**src/rtl/mci_port_arbiter_pkg.sv**
```systemverilog
// rtl/mci_port_arbiter_pkg.sv - block port request/response types for the memory controller interface
package mci_port_arbiter_pkg;

    typedef struct packed {
        logic         valid;
        logic         rw;
        logic [31:0]  addr;
        logic [127:0] data;
    } mci_request_t;

    typedef struct packed {
        logic         ready;
        logic [127:0] data;
    } mci_response_t;

endpackage

```
**src/rtl/mci_port_arbiter.sv**
```systemverilog
// rtl/mci_port_arbiter.sv - merges fetch and data ports onto one 128-bit block port, stores as block RMW
module mci_port_arbiter
    import mci_port_arbiter_pkg::*;
#(
    parameter int TIMEOUT = 64
) (
    input  logic          i_clk,
    input  logic          i_rst_n,
    input  logic          if_req,
    input  logic [31:0]   if_addr,
    output logic          if_ack,
    output logic [31:0]   if_rdata,
    input  logic          d_req,
    input  logic          d_we,
    input  logic [31:0]   d_addr,
    input  logic [31:0]   d_wdata,
    input  logic [3:0]    d_be,
    output logic          d_ack,
    output logic [31:0]   d_rdata,
    output mci_request_t  mem_req,
    input  mci_response_t mem_res,
    output logic          o_retry
);

    localparam logic [2:0] S_IDLE     = 3'd0;
    localparam logic [2:0] S_RD_ISSUE = 3'd1;
    localparam logic [2:0] S_RD_WAIT  = 3'd2;
    localparam logic [2:0] S_WR_ISSUE = 3'd3;
    localparam logic [2:0] S_WR_WAIT  = 3'd4;
    localparam logic [2:0] S_RESP     = 3'd5;

    localparam int            TW       = $clog2(TIMEOUT);
    localparam logic [TW-1:0] TMO_LAST = TW'(TIMEOUT - 1);

    logic [2:0]    state;
    logic          is_data;
    logic          op_we;
    logic [1:0]    word_sel;
    logic [31:0]   st_wdata;
    logic [3:0]    st_be;
    logic [127:0]  blk_buf;
    logic [TW-1:0] tmo_cnt;

    logic unused_addr_bits;
    assign unused_addr_bits = ^{if_addr[1:0], d_addr[1:0]};

    function automatic logic [31:0] pick_word(input logic [127:0] blk, input logic [1:0] sel);
        return blk[{sel, 5'b0} +: 32];
    endfunction

    // Replace only the enabled bytes of the selected word; the rest of the block is written back as read.
    function automatic logic [127:0] merge_block(input logic [127:0] blk, input logic [1:0] sel,
                                                 input logic [31:0] wd, input logic [3:0] be);
        logic [127:0] blk_m;
        logic [31:0]  w;
        w = pick_word(blk, sel);
        for (int k = 0; k < 4; k++) begin
            if (be[k]) w[8*k +: 8] = wd[8*k +: 8];
        end
        blk_m = blk;
        blk_m[{sel, 5'b0} +: 32] = w;
        return blk_m;
    endfunction

    always_ff @(posedge i_clk or negedge i_rst_n) begin
        if (!i_rst_n) begin
            state    <= S_IDLE;
            is_data  <= 1'b0;
            op_we    <= 1'b0;
            word_sel <= 2'd0;
            st_wdata <= 32'd0;
            st_be    <= 4'd0;
            blk_buf  <= 128'd0;
            tmo_cnt  <= '0;
            mem_req  <= '0;
            if_ack   <= 1'b0;
            if_rdata <= 32'd0;
            d_ack    <= 1'b0;
            d_rdata  <= 32'd0;
            o_retry  <= 1'b0;
        end else begin
            if_ack  <= 1'b0;
            d_ack   <= 1'b0;
            o_retry <= 1'b0;
            case (state)
                S_IDLE: begin
                    // Data port wins a tie with the fetch port.
                    if (d_req || if_req) begin
                        is_data       <= d_req;
                        op_we         <= d_req & d_we;
                        word_sel      <= d_req ? d_addr[3:2] : if_addr[3:2];
                        st_wdata      <= d_wdata;
                        st_be         <= d_be;
                        mem_req.valid <= 1'b1;
                        mem_req.rw    <= 1'b0;
                        mem_req.addr  <= d_req ? {d_addr[31:4], 4'h0} : {if_addr[31:4], 4'h0};
                        state         <= S_RD_ISSUE;
                    end
                end
                S_RD_ISSUE: begin
                    mem_req.valid <= 1'b0;
                    tmo_cnt       <= '0;
                    state         <= S_RD_WAIT;
                end
                S_RD_WAIT: begin
                    if (mem_res.ready) begin
                        blk_buf <= mem_res.data;
                        if (op_we) begin
                            mem_req.valid <= 1'b1;
                            mem_req.rw    <= 1'b1;
                            mem_req.data  <= merge_block(mem_res.data, word_sel, st_wdata, st_be);
                            state         <= S_WR_ISSUE;
                        end else begin
                            if (is_data) begin
                                d_ack   <= 1'b1;
                                d_rdata <= pick_word(mem_res.data, word_sel);
                            end else begin
                                if_ack   <= 1'b1;
                                if_rdata <= pick_word(mem_res.data, word_sel);
                            end
                            state <= S_RESP;
                        end
                    end else if (tmo_cnt == TMO_LAST) begin
                        mem_req.valid <= 1'b1;
                        o_retry       <= 1'b1;
                        state         <= S_RD_ISSUE;
                    end else begin
                        tmo_cnt <= tmo_cnt + 1'b1;
                    end
                end
                S_WR_ISSUE: begin
                    mem_req.valid <= 1'b0;
                    tmo_cnt       <= '0;
                    state         <= S_WR_WAIT;
                end
                S_WR_WAIT: begin
                    // Stores report the pre-store word on d_rdata.
                    if (mem_res.ready) begin
                        d_ack   <= 1'b1;
                        d_rdata <= pick_word(blk_buf, word_sel);
                        state   <= S_RESP;
                    end else if (tmo_cnt == TMO_LAST) begin
                        mem_req.valid <= 1'b1;
                        o_retry       <= 1'b1;
                        state         <= S_WR_ISSUE;
                    end else begin
                        tmo_cnt <= tmo_cnt + 1'b1;
                    end
                end
                S_RESP: begin
                    state <= S_IDLE;
                end
                default: begin
                    state <= S_IDLE;
                end
            endcase
        end
    end

endmodule

```
**config.mk**
```make
export PLATFORM = sky130hd
export DESIGN_NAME = mci_port_arbiter
export DESIGN_NICKNAME = d
export VERILOG_FILES = /design/src/rtl/mci_port_arbiter_pkg.sv /design/src/rtl/mci_port_arbiter.sv
export SDC_FILE = /design/constraint.sdc
export NUM_CORES = 1
export LEC_CHECK = 0
export BUFFER_PORTS_ARGS = -buffer_cell sky130_fd_sc_hd__buf_2
export CORE_ASPECT_RATIO = 0.8
export CORE_MARGIN = 1
export CORE_UTILIZATION = 45
export CTS_BUF_LIST = sky130_fd_sc_hd__clkbuf_16
export DETAILED_ROUTE_END_ITERATION = 16
export PLACE_DENSITY_LB_ADDON = 0.25
export SETUP_SLACK_MARGIN = 0.3
export SLEW_MARGIN = 20
export SYNTH_ARGS = -nofsm -noshare
export SYNTH_HDL_FRONTEND = slang
export SYNTH_SLANG_ARGS = --single-unit
```
**constraint.sdc**
```tcl
create_clock -name i_clk -period 5.5 [get_ports i_clk]
set_input_delay 1.1 -clock i_clk [delete_from_list [all_inputs] [get_ports i_clk]]
set_output_delay 1.1 -clock i_clk [all_outputs]
set_load 0.005 [all_outputs]
```
==> results.toml, run 1 <==
[timing]
fin_crit_sh = 0.686
hold_viol = 0
layout_setup_ws_ns = 1.73
rsz0062_at_grt = "no"
relSlewSlack = 0.242
worst_clock_skew_ns = 0.0103
drv_slew = 0
final-setup-viol-count = 0
min_period_ns = 3.77
fmax_mhz = 265
worst_pin_slew_ns = 1.14
tns_ns = 0

[synthesis]
synth_seq_cells = 402
yosysSeqAreaShare = 0.550
post_synth.cell_area_avg_sq_um = 10.0
netlist_area_sq_um = 18300
yosysUniqueCellTypes = 51
syn-instance-count = 1824
ys_warn_count = 0
synthTopCellsByArea = "dfrtp_1, nand2_1, mux2i_1"
synth_top_cell_by_area = "dfrtp_1"
yosys.area.top_type_share = 0.550
synth_edf_count = 0
synthArstFlopShare = 1.00
synth-main-ff-cell = "dfrtp_1"

[clock_network]
clock_sinks = 402
clkTransAtPathRegs_ns = 0.06
cts_buffer_depth = 3
cts-buffers-inserted = 42
cts_resized = 0
root_buffer = "clkbuf_16"
insertion_delay_ns = 0.54
cts_tree = "yes"
htreeDepth = 2
holdBufCountCts = 0
post_cts_buffers = 0

[worst_setup_path]
cp.arrival_ns = 4.20
crit_fanout = 46
rr_worst_depth = 4
crit_path_end_kind = "flop"
cp-start-kind = "input pin"
r2r_end = "mem_req[30]"
worst-setup-path-type = "input pin to flop"
r2r-start = "state[1]"
required_ns = 5.93
r2r_slack_ns = 1.94

[final_layout]
instances_no_fill = 2767
drive_above_1_share = 0.291
final_cell_mix = "buf_2, nand2_1, dfrtp_1"
final_common_cell = "buf_2"
fill_cells = 3511
fin_nets = 2437
area_growth_pct = 21.1

[drt]
totalWireLength_microns = 60300
viasPerCell = 5.70
drcViolationCount = 0
dr.first_iter.drc_count = 1379
ant_nets = 0
wl_per_cell_microns = 21.8
vias = 15800
drt_pass1_iterations = 5

[die]
io_pins = 463
die_h_microns = 182
initial_utilization = 0.460
fp.dieW_microns = 227
core-area_sq_um = 39800
dieArea_sq_um = 41400
fp-row-count = 65

[global_routing]
grt_max_degree = 129
grt_util_all_layers = 0.288
grt_antenna_before_repair = 6
first_global_vias = 15300
grt-ovfl-total = 0
grt_pass1_wl_microns = 91000

[pwr]
switching_share = 0.383
pwr-share-seq = 0.417
p_comb_frac = 0.385
p_clk_frac = 0.198
leakage_uw = 0.0109
powerDensity_nw_per_um2 = 588
internal_power_uw = 8020
p_switching_uw = 4980
ir_drop_v = 0.000260

[hold_path]
worstHoldStart = "blk_buf[56]"
hold_end = "blk_buf[56]"
worst_hold_path_type = "flop to flop"
hold_depth = 2

[place]
placed_cells = 2690
numPortBuffers = 454
dpl.hpwl_microns = 38800
pre_cts_ws_ns = 1.24
gp_congestion = 0.868

[flow_run]
cap_violations = 0

[run_status]
status = "finished clean"
==> cells in the mapped netlist (2+ instances only) <==
cell type	instances
nand2_1	429
inv_1	10
buf_4	6
nor2_1	165
o21ai_0	41
o22ai_1	160
a21oi_1	191
nand4_1	2
mux2_2	68
nand3_1	3
buf_6	3
ha_1	5
nor3_1	5
or4_1	2
o2bb2ai_1	2
buf_2	22
o31ai_1	2
o32ai_1	2
dfrtp_1	402
mux2i_1	127
clkbuf_1	102
mux4_2	32
buf_1	15
==> stage by stage <==
step | total power [uW] | cell area [sq um] | util | hold slack [ns]
final | 13000 | 22100 | 0.556 | 0.472
after global routing | 13900 | 22100 | 0.556 | 0.494
after CTS | 13000 | 22100 | 0.556 | 0.477
after detailed placement | 10400 | 20900 | 0.526 | 0.462
after global placement | 10200 | 20900 | 0.525 | 0.457
after floorplan | 8260 | 18300 | - | 0.445
==> state kept, by name, summed over array words and instances, names as in the netlist <==
register  flops
st_wdata     32
word_sel      2
if_ack        1
if_rdata     32
blk_buf     128
is_data       1
op_we         1
d_ack         1
d_rdata      32
tmo_cnt       6
st_be         4
state         3
o_retry       1
mem_req     158
==> metal layers <==
layer  part of all wire  global-route usage
met5            0.00081                   0
met4              0.032               0.102
met3              0.084              0.0597
met2               0.46               0.455
met1               0.42               0.395
==> power by group through the flow <==
stage / Clock (uW) / Combinational, uW / Sequential (uW)
after floorplan: 0 / 3160 / 5100
after global placement: 0 / 4860 / 5380
after detailed placement: 0 / 4990 / 5430
after CTS: 2640 / 5010 / 5400
after global routing: 2760 / 5520 / 5590
final: 2580 / 5000 / 5420
==> critical path, cell delays in order <==
cell	delay, ns
buf_2	0.31
and4bb_4	0.68
nand2_4	0.44
or4_2	1.23
o22ai_1	0.41
==> area by class of cell <==
| class | count | area, sq um | share of cell area |
|---|---|---|---|
| diodes | 2 | 5.00 | 0.000226 |
| inverters | 11 | 41.3 | 0.00187 |
| clock inverters | 32 | 143 | 0.00645 |
| flip-flops and latches | 402 | 10100 | 0.455 |
| multi-input cells | 1266 | 7630 | 0.345 |
| well taps | 536 | 671 | 0.0303 |
| clock buffers | 43 | 1080 | 0.0486 |
| repair buffers | 475 | 2500 | 0.113 |
==> cells by family after synthesis <==
family          after synthesis  share of synthesized area
mux                         227                      0.151
flops                       402                      0.550
xor+xnor                      1                   0.000479
compound gates              409                      0.126
other cells                   1                   0.000205
fa+ha+maj                     5                    0.00342
buf+inv                     159                     0.0366
simple gates                620                      0.132
==> worst max path at each step <==
| stage | cells after the start | from | to | slack [ns] |
|---|---|---|---|---|
| 2_1_floorplan | 9 | word_sel[1] | mem_req[10] | 2.94 |
| 3_3_place_gp | 5 | mem_res[128] | mem_req[31] | 1.34 |
| 3_5_place_dp | 5 | mem_res[128] | mem_req[30] | 1.24 |
| 4_1_cts | 5 | mem_res[128] | mem_req[30] | 1.76 |
| 5_1_grt | 5 | mem_res[128] | mem_req[26] | 1.66 |
| 6_report | 5 | mem_res[128] | mem_req[30] | 1.73 |
No activity file was read; power rests on OpenSTA's default activity.
==> inputs of run 2 (changes only) <==
Settings changed: ABC_AREA set to 1.
Clock period 5.5 ns to 3.3 ns, I/O delays scaled along.
==> results.toml, run 2 <==
[clock_network]
cts_resized = 0
cts-buffers-inserted = 44
post_cts_buffers = 0
root_buffer = "clkbuf_16"
insertion_delay_ns = 0.57
htreeDepth = 2
clock_sinks = 402
clkTransAtPathRegs_ns = 0.06
cts_buffer_depth = 3
cts_tree = "yes"
holdBufCountCts = 0

[synthesis]
netlist_top_cells_count = "nand2_1, dfrtp_1, a21oi_1"
post_synth.cell_area_avg_sq_um = 9.19
synth_seq_cells = 402
netlist_area_sq_um = 20700
synth-main-ff-cell = "dfrtp_1"
yosys.area.top_type_share = 0.486
syn-instance-count = 2255
synth_most_common_cell = "nand2_1"
synthTopCellsByArea = "dfrtp_1, nand2_1, mux2_4"
synthArstFlopShare = 1.00
yosysSeqAreaShare = 0.486
ys_warn_count = 0
synth_edf_count = 0
synth_top_cell_by_area = "dfrtp_1"
yosysUniqueCellTypes = 40

[global_routing]
grt-ovfl-total = 0
grt_max_degree = 130
first_global_vias = 18000
grt_pass1_wl_microns = 105000
grt_antenna_before_repair = 4
grt_util_all_layers = 0.286

[drt]
dr.first_iter.drc_count = 1699
viasPerCell = 5.67
drcViolationCount = 0
drt_pass1_iterations = 5
totalWireLength_microns = 68000
vias = 18500
ant_nets = 0
wl_per_cell_microns = 20.8

[place]
gp_congestion = 0.881
dpl.hpwl_microns = 44100
numPortBuffers = 454

[worst_setup_path]
r2r_slack_ns = 0.83
crit_fanout = 69
cp.arrival_ns = 2.95
crit_path_end_kind = "flop"
worst-setup-path-type = "flop to flop"
required_ns = 3.79
cp-start-kind = "flop"

[timing]
worst_pin_slew_ns = 0.931
relSlewSlack = 0.379
final-setup-viol-count = 0
rsz0062_at_grt = "no"
fmax_mhz = 405
fin_crit_sh = 0.748
drv_slew = 0
hold_viol = 0
tns_ns = 0
min_period_ns = 2.47
worst_clock_skew_ns = 0.0170

[final_layout]
final_cell_mix = "nand2_1, buf_2, dfrtp_1"
reg.largest.list = "mem_req: 158 flops, blk_buf: 128 flops"
regMostFlops = "mem_req"
fin_nets = 2866
final_common_cell = "nand2_1"
fill_cells = 4081
largest_reg_flops = 158
final_util = 0.550
area_growth_pct = 19.2
drive_above_1_share = 0.297

[flow_run]
cap_violations = 0

[die]
fp.dieW_microns = 242
dieArea_sq_um = 46900
initial_utilization = 0.461
io_pins = 463
core-area_sq_um = 44900
die_h_microns = 194
fp-row-count = 69

[pwr]
ir_drop_v = 0.000552
leakage_uw = 0.0124
powerDensity_nw_per_um2 = 1030

[run_status]
status = "finished clean"

[hold_path]
worst_hold_path_type = "input pin to async pin"
==> run 2: path summary, 6_finish.rpt <==
| kind | start | endpoint | cells past startpoint |
|---|---|---|---|
| setup / recovery | word_sel[0] | mem_req[35] | 7 |
| hold / removal | i_rst_n | d_ack | 1 |
| setup reg to reg | word_sel[0] | mem_req[35] | 7 |
| hold reg to reg | st_wdata[6] | st_wdata[6] | 2 |
| max in group asynchronous | i_rst_n | blk_buf[103] | 2 |
| min in group i_clk | d_wdata[1] | st_wdata[1] | 3 |
==> run 2: kinds of logic (layout without fill, tap and decap cells) <==
logic type	count (synthesis)	after routing	synth area share
simple gates	951	951	0.203
compound gates	465	465	0.143
flops	402	402	0.486
buf+inv	302	702	0.0745
mux	128	128	0.0893
fa+ha+maj	5	5	0.00302
other cells	1	9	0.000181
xor+xnor	1	1	0.000423
==> run 2: through the flow <==
stage	power, uW	hold slack, ns	cell area [sq um]	setup slack (ns)	std cells
floorplan	16100	0.364	20700	1.27	2258
global placement	20200	0.455	23300	0.958	3184
detailed placement	20500	0.459	23300	0.915	3184
CTS	25500	0.0684	24700	0.896	3261
global route	27100	0.0987	24700	0.665	3264
finish	25500	0.0553	24700	0.832	3266
==> run 2: power breakdown <==
part / switching (uW) / internal (uW) / leakage, uW
Combinational: 6690 / 4830 / 0.00681
Sequential: 1680 / 7370 / 0.00485
Clock: 2020 / 2920 / 0.000733
Total: 10400 / 15100 / 0.0124
==> run 2: area by class of cell <==
cell class	count	area [sq um]	area share
antenna	5	12.5	0.000507
inverter	125	480	0.0195
multi-input combinational	1554	9170	0.371
clock buffer	45	1130	0.0456
timing repair buffer	500	2790	0.113
sequential	402	10100	0.408
clock inverter	32	290	0.0118
tap	603	754	0.0306
==> run 2: worst max-delay path, cell delays in order (launching register included) <==
cell	delay, ns
dfrtp_4	0.77
buf_4	0.69
nand2_1	0.13
nand3_1	0.17
nand3_1	0.10
nand2_1	0.14
nand4_1	0.13
a21oi_1	0.18
==> run 2: layer usage <==
metal / vias to the layer above / share of wire / routed length [microns] / global-route usage
met5: - / 0 / 0 / 0
met2: 976 / 0.46 / 31400 / 0.449
met3: 125 / 0.091 / 6220 / 0.0605
met4: 0 / 0.029 / 2010 / 0.101
met1: 9026 / 0.42 / 28400 / 0.391
li1: 8388 / - / - / -
==> inputs of run 3 (changes only) <==
Clock period 3.3 ns to 2.01 ns, I/O delays scaled along.
==> results.toml, run 3 (same netlist as run 2, synthesis figures left out) <==
[place]
gp_congestion = 0.874
placed_cell_area_sq_um = 23800
numPortBuffers = 454
dpl.hpwl_microns = 46500
placed_cells = 3222

[worst_setup_path]
worst-setup-path-type = "flop to flop"
crit_cells = 9
cp.arrival_ns = 2.30
path_cells = "clkinv_8, ha_4, buf_4, nand2_2, clkinv_4, buf_12, buf_12, nand4_1, a21oi_1"
cp_top_family = "buffers and inverters"
cp_slowest_cell = "dfrtp_4"
required_ns = 2.48
rr_worst_depth = 9
endpoint = "mem_req[38]"
path_buf_inv = 5
cp-startpoint = "word_sel[0]"
crit_path_end_kind = "flop"
path_common_cell = "buf_12"
crit_fanout = 7
slowest_delay_ns = 0.51
r2r_slack_ns = 0.18
r2r_end = "mem_req[38]"
cp-start-kind = "flop"
r2r-start = "word_sel[0]"

[clock_network]
clkTransAtPathRegs_ns = 0.06
cts_tree = "yes"
insertion_delay_ns = 0.55
cts-buffers-inserted = 43
clock_sinks = 402
root_buffer = "clkbuf_16"
cts_buffer_depth = 3
htreeDepth = 2

[final_layout]
instances_no_fill = 3378
drive_above_1_share = 0.356
reg.largest.list = "mem_req: 158 flops, blk_buf: 128 flops"
area_growth_pct = 30.7
design_area_sq_um = 27100
final_cell_mix = "nand2_1, buf_2, dfrtp_1"
fill_cells = 3831
regMostFlops = "mem_req"
final_common_cell = "nand2_1"
fin_nets = 2978
largest_reg_flops = 158
final_util = 0.603

[die]
fp.dieW_microns = 242
io_pins = 463
dieArea_sq_um = 46900
die_h_microns = 194
initial_utilization = 0.461
fp-row-count = 69
core-area_sq_um = 44900

[timing]
final-setup-viol-count = 0
min_period_ns = 1.83
worst_hold_slack_ns = 0.0486
tns_ns = 0
relSlewSlack = 0.651
drv_slew = 0
fin_crit_sh = 0.908
rsz0062_at_grt = "yes"
worst_clock_skew_ns = 0.0158
hold_viol = 0
fmax_mhz = 548
worst_pin_slew_ns = 0.523

[flow_run]
cap_violations = 0

[drt]
drcViolationCount = 0
totalWireLength_microns = 78300
viasPerCell = 5.84
ant_nets = 0
wl_per_cell_microns = 23.2
vias = 19700
drt_pass1_iterations = 6
dr.first_iter.drc_count = 2219

[pwr]
ir_drop_v = 0.000765
powerDensity_nw_per_um2 = 1700
leakage_uw = 0.0134
switching_share = 0.414
pwr-share-seq = 0.320
p_switching_uw = 19100
p_clk_frac = 0.165
internal_power_uw = 27000
p_comb_frac = 0.515

[global_routing]
grt_pass1_wl_microns = 110000
grt_use_met2 = 0.466
top_usage_layer = "met2"
grt_max_degree = 88
gr-usage-met3 = 0.0634
grt_util_all_layers = 0.302
first_global_vias = 18600
grt_antenna_before_repair = 6
grt-ovfl-total = 0
use_met1 = 0.418

[run_status]
status = "finished clean"

[hold_path]
hold_depth = 3
worst_hold_path_type = "input pin to flop"
==> run 3: cell count changes in the layout (fill, tap and decap cells not counted), sizes merged <==
cell | before | now
clkbuf | 45 | 63
bufbuf | 0 | 1
bufinv | 6 | 2
inv | 130 | 137
clkinv | 20 | 19
dlygate4sd3 | 0 | 1
nand2 | 510 | 511
clkinvlp | 1 | 0
diode | 5 | 3
buf | 500 | 592
==> run 3: per-layer routing <==
layer,share of wire,wire [microns]
met1,0.40,31600
met2,0.45,35300
met3,0.11,8350
met4,0.038,2980
met5,0.00043,34
==> run 3: worst reg2reg max path: stages, from the launching register on <==
cell and delay [ns]:
dfrtp_4 0.51, clkinv_8 0.11, ha_4 0.31, buf_4 0.11, nand2_2 0.05, clkinv_4 0.10, buf_12 0.12, buf_12 0.13
nand4_1 0.14, a21oi_1 0.16
==> run 3: final cells by class <==
type	count	area, sq um	share of cell area
flip-flops and latches	402	10100	0.372
multi-input cells	1555	9630	0.356
repair buffers	612	4780	0.177
clock buffers	45	1130	0.0416
well taps	603	754	0.0279
inverters	125	517	0.0191
clock inverters	33	181	0.00670
diodes	3	7.51	0.000277
==> run 3: worst min path at each step <==
stage | to | from | slack, ns
floorplan | blk_buf[0] | i_rst_n | 0.11
global placement | d_ack | i_rst_n | 0.28
detailed placement | if_rdata[25] | i_rst_n | 0.27
CTS | st_wdata[10] | d_wdata[10] | 0.02
global route | st_wdata[25] | d_wdata[25] | 0.05
finish | st_wdata[10] | d_wdata[10] | 0.05
==> run 3: metrics by stage <==
stage,setup WS (ns),power [uW]
after detailed placement,0.124,34300
after CTS,0.240,43300
after global placement,0.191,33800
final,0.185,46000
after floorplan,0.302,26800
after global routing,0.123,48500
==> run 3: power groups by stage <==
stage,Clock [uW],Combinational (uW),Sequential [uW]
2_1_floorplan,0,12600,14200
3_3_place_gp,0,19200,14600
3_5_place_dp,0,19600,14700
4_1_cts,7700,21000,14600
5_1_grt,8020,25300,15100
6_report,7620,23700,14700
==> run 3: repair_timing <==
item / CTS / global route
pin swaps: 23 / 49
hold endpoints to repair: 21 / 0
hold buffers: 1 / 0
gates cloned: 10 / 21
endpoints found under the setup margin: 333 / 234
resized for setup: 60 / 123
buffers inserted: 11 / 32
